`config.mk`:
```
export PLATFORM = sky130hd
export DESIGN_NAME = traffic_light_fsm
export DESIGN_NICKNAME = d
export VERILOG_FILES = /design/src/rtl/traffic_light_fsm.sv
export SDC_FILE = /design/constraint.sdc
export NUM_CORES = 1
export LEC_CHECK = 0
export CAP_MARGIN = 20
export CORE_MARGIN = 2
export CORE_UTILIZATION = 48
export DETAILED_ROUTE_END_ITERATION = 10
export GPL_TIMING_DRIVEN = 0
export HOLD_SLACK_MARGIN = 0.15
export PLACE_DENSITY = 0.79
export SYNTH_ARGS = -nofsm -noshare
export SYNTH_HDL_FRONTEND = slang
export SYNTH_SLANG_ARGS = --single-unit
```
`constraint.sdc`:
```
create_clock -name clk -period 1.8 [get_ports clk]
set_input_delay 0.27 -clock clk [delete_from_list [all_inputs] [get_ports clk]]
set_output_delay 0.27 -clock clk [all_outputs]
set_load 0.005 [all_outputs]
```
`src/rtl/traffic_light_fsm.sv`:
```
// Traffic-light controller: main/side street phases, pedestrian walk phase,
// one-shot side-green extension and runtime-reprogrammable intervals.
module traffic_light_fsm #(
    parameter logic [3:0] DEF_BASE = 4'd6,
    parameter logic [3:0] DEF_EXT  = 4'd3,
    parameter logic [3:0] DEF_YEL  = 4'd2
) (
    input  logic       clk,
    input  logic       Reset,
    input  logic       tick,
    input  logic       Sensor_Sync,
    input  logic       Walk_request_Sync,
    input  logic       Reprogram_Sync,
    input  logic [1:0] prog_sel,
    input  logic [3:0] prog_val,
    output logic [2:0] main_lamp,
    output logic [2:0] side_lamp,
    output logic       walk_lamp,
    output logic [2:0] state_out
);

    typedef enum logic [2:0] {
        S_MG1  = 3'd0,
        S_MG2  = 3'd1,
        S_MY   = 3'd2,
        S_WALK = 3'd3,
        S_SG   = 3'd4,
        S_SY   = 3'd5
    } state_t;

    localparam logic [2:0] L_RED = 3'b100;
    localparam logic [2:0] L_YEL = 3'b010;
    localparam logic [2:0] L_GRN = 3'b001;

    state_t     state_q, state_d;
    logic [3:0] cnt_q, cnt_d;
    logic [3:0] base_q, base_d;
    logic [3:0] ext_q, ext_d;
    logic [3:0] yel_q, yel_d;
    logic       walk_pend_q, walk_pend_d;
    logic       ext_used_q, ext_used_d;
    logic [6:0] lamps_q, lamps_d;

    // Lamp pattern {main, side, walk}; unused codes show the safe MG1 pattern.
    function automatic logic [6:0] lamp_decode(input state_t s);
        case (s)
            S_MG1, S_MG2: lamp_decode = {L_GRN, L_RED, 1'b0};
            S_MY:         lamp_decode = {L_YEL, L_RED, 1'b0};
            S_WALK:       lamp_decode = {L_RED, L_RED, 1'b1};
            S_SG:         lamp_decode = {L_RED, L_GRN, 1'b0};
            S_SY:         lamp_decode = {L_RED, L_YEL, 1'b0};
            default:      lamp_decode = {L_GRN, L_RED, 1'b0};
        endcase
    endfunction

    always_comb begin
        // NOTE: every _d gets a default first so no path leaves it unassigned (no latches).
        state_d     = state_q;
        cnt_d       = cnt_q;
        base_d      = base_q;
        ext_d       = ext_q;
        yel_d       = yel_q;
        walk_pend_d = walk_pend_q;
        ext_used_d  = ext_used_q;

        if (Reprogram_Sync) begin
            if (prog_val != 4'd0) begin
                case (prog_sel)
                    2'b00:   base_d = prog_val;
                    2'b01:   ext_d  = prog_val;
                    2'b10:   yel_d  = prog_val;
                    default: ;
                endcase
            end
            state_d     = S_MG1;
            cnt_d       = base_d;
            walk_pend_d = 1'b0;
            ext_used_d  = 1'b0;
        end else if (!(state_q inside {S_MG1, S_MG2, S_MY, S_WALK, S_SG, S_SY})) begin
            state_d = S_MG1;
            cnt_d   = base_q;
        end else if (tick) begin
            if (cnt_q == 4'd1) begin
                case (state_q)
                    S_MG1: begin
                        state_d = S_MG2;
                        cnt_d   = Sensor_Sync ? ext_q : base_q;
                    end
                    S_MG2: begin
                        state_d = S_MY;
                        cnt_d   = yel_q;
                    end
                    S_MY: begin
                        if (walk_pend_q) begin
                            state_d     = S_WALK;
                            cnt_d       = ext_q;
                            walk_pend_d = 1'b0;
                        end else begin
                            state_d    = S_SG;
                            cnt_d      = base_q;
                            ext_used_d = 1'b0;
                        end
                    end
                    S_WALK: begin
                        state_d    = S_SG;
                        cnt_d      = base_q;
                        ext_used_d = 1'b0;
                    end
                    S_SG: begin
                        // A waiting side-street car earns exactly one extension per SG visit.
                        if (Sensor_Sync && !ext_used_q) begin
                            cnt_d      = ext_q;
                            ext_used_d = 1'b1;
                        end else begin
                            state_d = S_SY;
                            cnt_d   = yel_q;
                        end
                    end
                    default: begin
                        state_d = S_MG1;
                        cnt_d   = base_q;
                    end
                endcase
            end else if (cnt_q != 4'd0) begin
                cnt_d = cnt_q - 4'd1;
            end
        end

        // A new request outranks any clear on the same clock.
        if (Walk_request_Sync) walk_pend_d = 1'b1;

        lamps_d = lamp_decode(state_d);
    end

    always_ff @(posedge clk or posedge Reset) begin
        if (Reset) begin
            state_q     <= S_MG1;
            cnt_q       <= DEF_BASE;
            base_q      <= DEF_BASE;
            ext_q       <= DEF_EXT;
            yel_q       <= DEF_YEL;
            walk_pend_q <= 1'b0;
            ext_used_q  <= 1'b0;
            lamps_q     <= {L_GRN, L_RED, 1'b0};
        end else begin
            // NOTE: non-blocking so every flop samples pre-edge values.
            state_q     <= state_d;
            cnt_q       <= cnt_d;
            base_q      <= base_d;
            ext_q       <= ext_d;
            yel_q       <= yel_d;
            walk_pend_q <= walk_pend_d;
            ext_used_q  <= ext_used_d;
            lamps_q     <= lamps_d;
        end
    end

    assign main_lamp = lamps_q[6:4];
    assign side_lamp = lamps_q[3:1];
    assign walk_lamp = lamps_q[0];
    assign state_out = state_q;

endmodule
```
* Yosys cells after proc, flatten, opt, wreduce, memory -nomap -nowiden
Index checks and enable logic that the tools add are counted.
** Word-level totals
- Output and inout bits :: 10
- Register bits after elaboration :: 28
- Bits of input ports :: 12
- Logic and storage cells :: 77
** Operators by class
- Multiplexer cells :: 32
- Reductions and logical operators :: 20
- Equality and inequality tests :: 16
- Add/sub/neg operators :: 1
** Operators by type and width (number)
- $mux 4 :: 10
- $pmux 7 s4 :: 1
- $mux 3 :: 6
- $pmux 4 s4 :: 1
- $pmux 3 s5 :: 1
- $eq 3x2->1 const B :: 4
- $eq 3x3->1 const B :: 4
- $mux 1 :: 12
- $reduce_bool 3->1 :: 4
- $reduce_bool 4->1 :: 3
- $ne 3x3->1 const B :: 2
- $reduce_and 3->1 :: 2
- $reduce_and 6->1 :: 1
- $reduce_bool 2->1 :: 3
- $reduce_bool 6->1 :: 1
- $eq 4x1->1 const B :: 1
- $ne 4x2->1 const B :: 1
- $reduce_and 4->1 :: 1
- $sub 4x1->4 const B :: 1
- $eq 3x1->1 const B :: 1
- $logic_not 3->1 :: 1
- $ne 3x2->1 const B :: 1
- $pmux 1 s3 :: 1
- $eq 2x1->1 const B :: 1
- other kinds (5) :: 5

* Logic depth before layout (Yosys ltp)
- Depth in word-level cells :: 10
- Gate-level depth with buffers :: 8
- Depth with buffers taken out :: 8

* Worst setup path before layout
OpenSTA, ideal clock, no wires.
- Path type :: reg-to-reg
- Start :: register cnt_q[1]
- End :: register cnt_q[1]
- Arrival :: 1666 ps
- Buffers on the path :: 0
- Data required time :: 1723 ps
- Setup time :: 77 ps
- Clock period less this slack :: 1743 ps
- Slack :: 57 ps
- Cell stages (with the launch flop) :: 7
- Cells stage by stage :: dfstp_2 inv_1 ha_1 o41ai_2 mux2i_1 a21o_1 o22ai_1
** On the way
- Longest elaborated chain between the ends :: 6
- Elaborated cells between the ends (all ways) :: 10
- Those cells by class :: add/sub (1); eq/ne (2); mux (5); reduce/logical (2)
** RTL lines
- from (decl) :: RTL line 36 : logic [3:0] cnt_q, cnt_d;
- from (signal assigned) :: RTL line 148 : cnt_q <= cnt_d;
- $sub 4x1->4 :: RTL line 125 : cnt_d = cnt_q - 4'd1;
- $mux 4 :: RTL line 124 : end else if (cnt_q != 4'd0) begin
- $mux 4 :: RTL line 83 : if (cnt_q == 4'd1) begin
- $mux 4 :: RTL line 82 : end else if (tick) begin
- $mux 4 :: RTL line 79 : end else if (!(state_q inside {S_MG1, S_MG2, S_MY, S_WALK, S_SG, S_SY})) begin
- $mux 4 :: RTL line 66 : if (Reprogram_Sync) begin
Parallel ways exist; a longest one is shown, timed or not. The select of a mux whose other input is x is not followed.
A chain may end at the register's enable or synchronous reset.

* Worst setup path in the final report
- Start :: register cnt_q[1]
- End :: register cnt_q[3]
The elaborated chain is that of the path after synthesis.

==> summary.json <==
{
  "sta": {
    "slew_viol_final": 0,
    "hold_viol_final": 0,
    "relSlewSlack_pct": 64.9,
    "grt_setup_unrepaired": "yes",
    "finalSetupTns_ns": -0.0690,
    "post-route-period-util_pct": 104,
    "setup-violations-final": 1,
    "worst_clock_skew_ns": 0.00249,
    "whs_ns": 0.495,
    "layout_min_cycle_time_ns": 1.87,
    "max_freq_mhz": 535,
    "max_slew.worst_pin.slew_ns": 0.526,
    "final_critical_path_setup_slack_ns": -0.0690
  },
  "run_status": {
    "run_status": "finished with violations",
    "violations": "setup timing"
  },
  "finish": {
    "diodes": 0,
    "finalNetCount": 215,
    "syn_to_final_growth_pct": 30.6,
    "drive_gt1_share_pct": 29.1,
    "layout.core_utilization_pct": 64.9,
    "postLayoutCellArea_mm2": 0.00215,
    "fill_cells": 270
  },
  "clock_tree": {
    "cts_root_buf": "clkbuf_4",
    "cts_made_buffers": 3,
    "tritoncts_sink_count": 28,
    "clkSlewWorstSetupHoldPaths_ns": 0.16,
    "insertion_delay_ns": 0.34,
    "max_clock_buf_depth": 2,
    "htreeDepth": 1,
    "cts_tree": "built"
  },
  "logic_synthesis": {
    "postSynthRegisterBits": 28,
    "synthesis_warnings": 0,
    "synthDominantAreaCellType": "dfrtp_1",
    "async_reset_ff_share_pct": 100,
    "netlist.area_leader.share_pct": 28.9,
    "synth-edff-count": 0,
    "syn-mean-instance-area_um2": 9.91,
    "synthCells": 166,
    "ys_seq_area_share_pct": 43.3,
    "mappedNetlistNets": 181,
    "mappedNetlistArea_mm2": 0.00165,
    "synth_common_cells": "dfrtp_1, nor2_1, nand2_1",
    "postSynth.topFlopCell": "dfrtp_1",
    "synth.most_common_cell": "dfrtp_1",
    "synthDistinctLibCells": 47,
    "post_synth_main_area_contributors": "dfrtp_1, dfstp_2, mux2_2, nor2_1, nand2_1"
  },
  "setup_path": {
    "worst_setup_path_start_kind": "flip-flop",
    "critical_path_peak_fanout": 5,
    "timing.critical_path.to_type": "flip-flop",
    "worst_ep_required_time_ns": 2.03,
    "arrival_ns": 2.10,
    "critical_path_class": "reg2reg"
  },
  "route": {
    "drt-wirelength-per-cell_um": 16.4,
    "drt-pass1-iter-count": 4,
    "remaining_drc_errors": 0,
    "drt_iter0_drc": 75,
    "final_antenna_net_count": 0,
    "detail_route.vias_per_cell": 6.04,
    "detailroute.via_count": 1481,
    "overall_routed_net_length_mm": 4.03
  },
  "floorplanning": {
    "rows": 21,
    "floorplan.die.width_um": 62.5,
    "initial_utilization_pct": 49.7,
    "placeable_core_region_mm2": 0.00331,
    "boundaryPins": 22,
    "design.die.area_mm2": 0.00391,
    "die_outline_height_um": 62.5
  },
  "global_route": {
    "grt_antenna_before_repair": 0,
    "overflow": 0,
    "first_global_vias": 1421,
    "grt_pass1_wl_mm": 6.51,
    "globalRouteMet2Util_pct": 34.5,
    "pin_count_of_the_biggest_net_entering_global_routing": 29,
    "gr-max-usage-layer": "met2",
    "gr-usage-all-layers_pct": 20.5,
    "global_route_met3_utilization_pct": 2.34,
    "grtUsageMet1_pct": 26.8
  },
  "power": {
    "ir_worst_vdd_v": 0.000554,
    "power_per_cell_area_mw_per_mm2": 916,
    "cellLeakagePower_nw": 0.873
  },
  "run": {
    "max_cap_violations": 0
  },
  "place": {
    "place.gp.congestion": 0.960,
    "dp_slack_ns": -0.437,
    "hpwlAfterDp_mm": 2.83,
    "place.port_buffers": 21,
    "cell_area_after_placement_mm2": 0.00191
  },
  "hold_path": {
    "holdCritPathClass": "in2reg"
  }
}
per-stage QoR:
stage	total power [mW]	instances
detailed placement	1.37	233
floorplan	1.21	166
global route	2.06	245
finish	1.97	245
global placement	1.34	233
CTS	1.87	242
final timing paths:
path	to	depth (start not counted)	start	slack [ns]
min in group asynchronous	ext_q[2]$_DFFE_PP0P_	3	Reset	0.68
worst min-delay path	walk_pend_q$_DFFE_PP0P_	2	Walk_request_Sync	0.49
worst min register to register	yel_q[3]$_DFFE_PP0P_	1	yel_q[3]$_DFFE_PP0P_	0.55
worst max register to register	cnt_q[3]$_DFFE_PP0P_	6	cnt_q[1]$_DFFE_PP1P_	-0.07
max in group asynchronous	cnt_q[1]$_DFFE_PP1P_	4	Reset	0.67
worst max-delay path	cnt_q[3]$_DFFE_PP0P_	6	cnt_q[1]$_DFFE_PP1P_	-0.07
power breakdown:
part           switching [mW]  internal [mW]
combinational           0.326          0.347
clock                   0.198          0.225
sequential              0.122          0.752
critical path, cell delays in order (launching register included):
cell      delay, ns
dfstp_2        0.59
inv_4          0.05
ha_4           0.18
o41ai_4        0.41
nor2_1         0.09
a311oi_1       0.30
a22oi_1        0.14
flip-flops by register name, summed over array words and instances (netlist names):
name	count
base_q	4
cnt_q	4
ext_q	4
ext_used_q	1
lamps_q	7
state_out	3
walk_pend_q	1
yel_q	4
logic make-up (layout without fill, tap and decap cells):
group | Yosys count | in the layout | share of synthesized area (%)
and+or+nand+nor | 60 | 60 | 21.8
AOI/OAI and AO/OA | 40 | 40 | 17.9
DFF | 28 | 28 | 43.3
buffers and inverters | 20 | 53 | 4.79
muxes | 14 | 14 | 9.43
adders and majority gates | 3 | 3 | 2.28
xor gates and xnor gates | 1 | 1 | 0.532
layout make-up:
| type | count | area, um^2 | share of cell area [%] |
|---|---|---|---|
| well taps | 46 | 57.6 | 2.68 |
| inverters | 13 | 51.3 | 2.39 |
| multi-input cells | 118 | 941 | 43.8 |
| flip-flops and latches | 28 | 713 | 33.2 |
| plain buffers | 5 | 26.3 | 1.22 |
| repair buffers | 31 | 308 | 14.3 |
| clock inverters | 1 | 30.0 | 1.40 |
| clock buffers | 3 | 22.5 | 1.05 |
what timing repair did:
item / in CTS / in global routing
gates resized for setup: 6 / 16
endpoints found under the hold margin: 0 / 2
pin swaps: 2 / 5
setup buffers: 6 / 2
endpoints found under the setup margin: 13 / 16
hold buffers: 0 / 1
cloned: 0 / 0
cells in the final DEF (no fill, tap or decap), drive strengths merged, types with 5 or more instances in the layout:
cell type / n
inv: 13
nor2b: 5
dfrtp: 19
clkbuf: 6
mux2: 12
buf: 11
clkdlybuf4s50: 21
o21ai: 6
a21oi: 6
nor2: 16
dfstp: 9
nor3b: 7
nand2: 14
per-layer routing:
layer	share of wire, %	up-vias
met3	5.3	8
met1	43	727
met4	2.3	0
met5	0	-
li1	-	678
met2	49	68
Note: power is estimated with default switching activity, not from simulation.
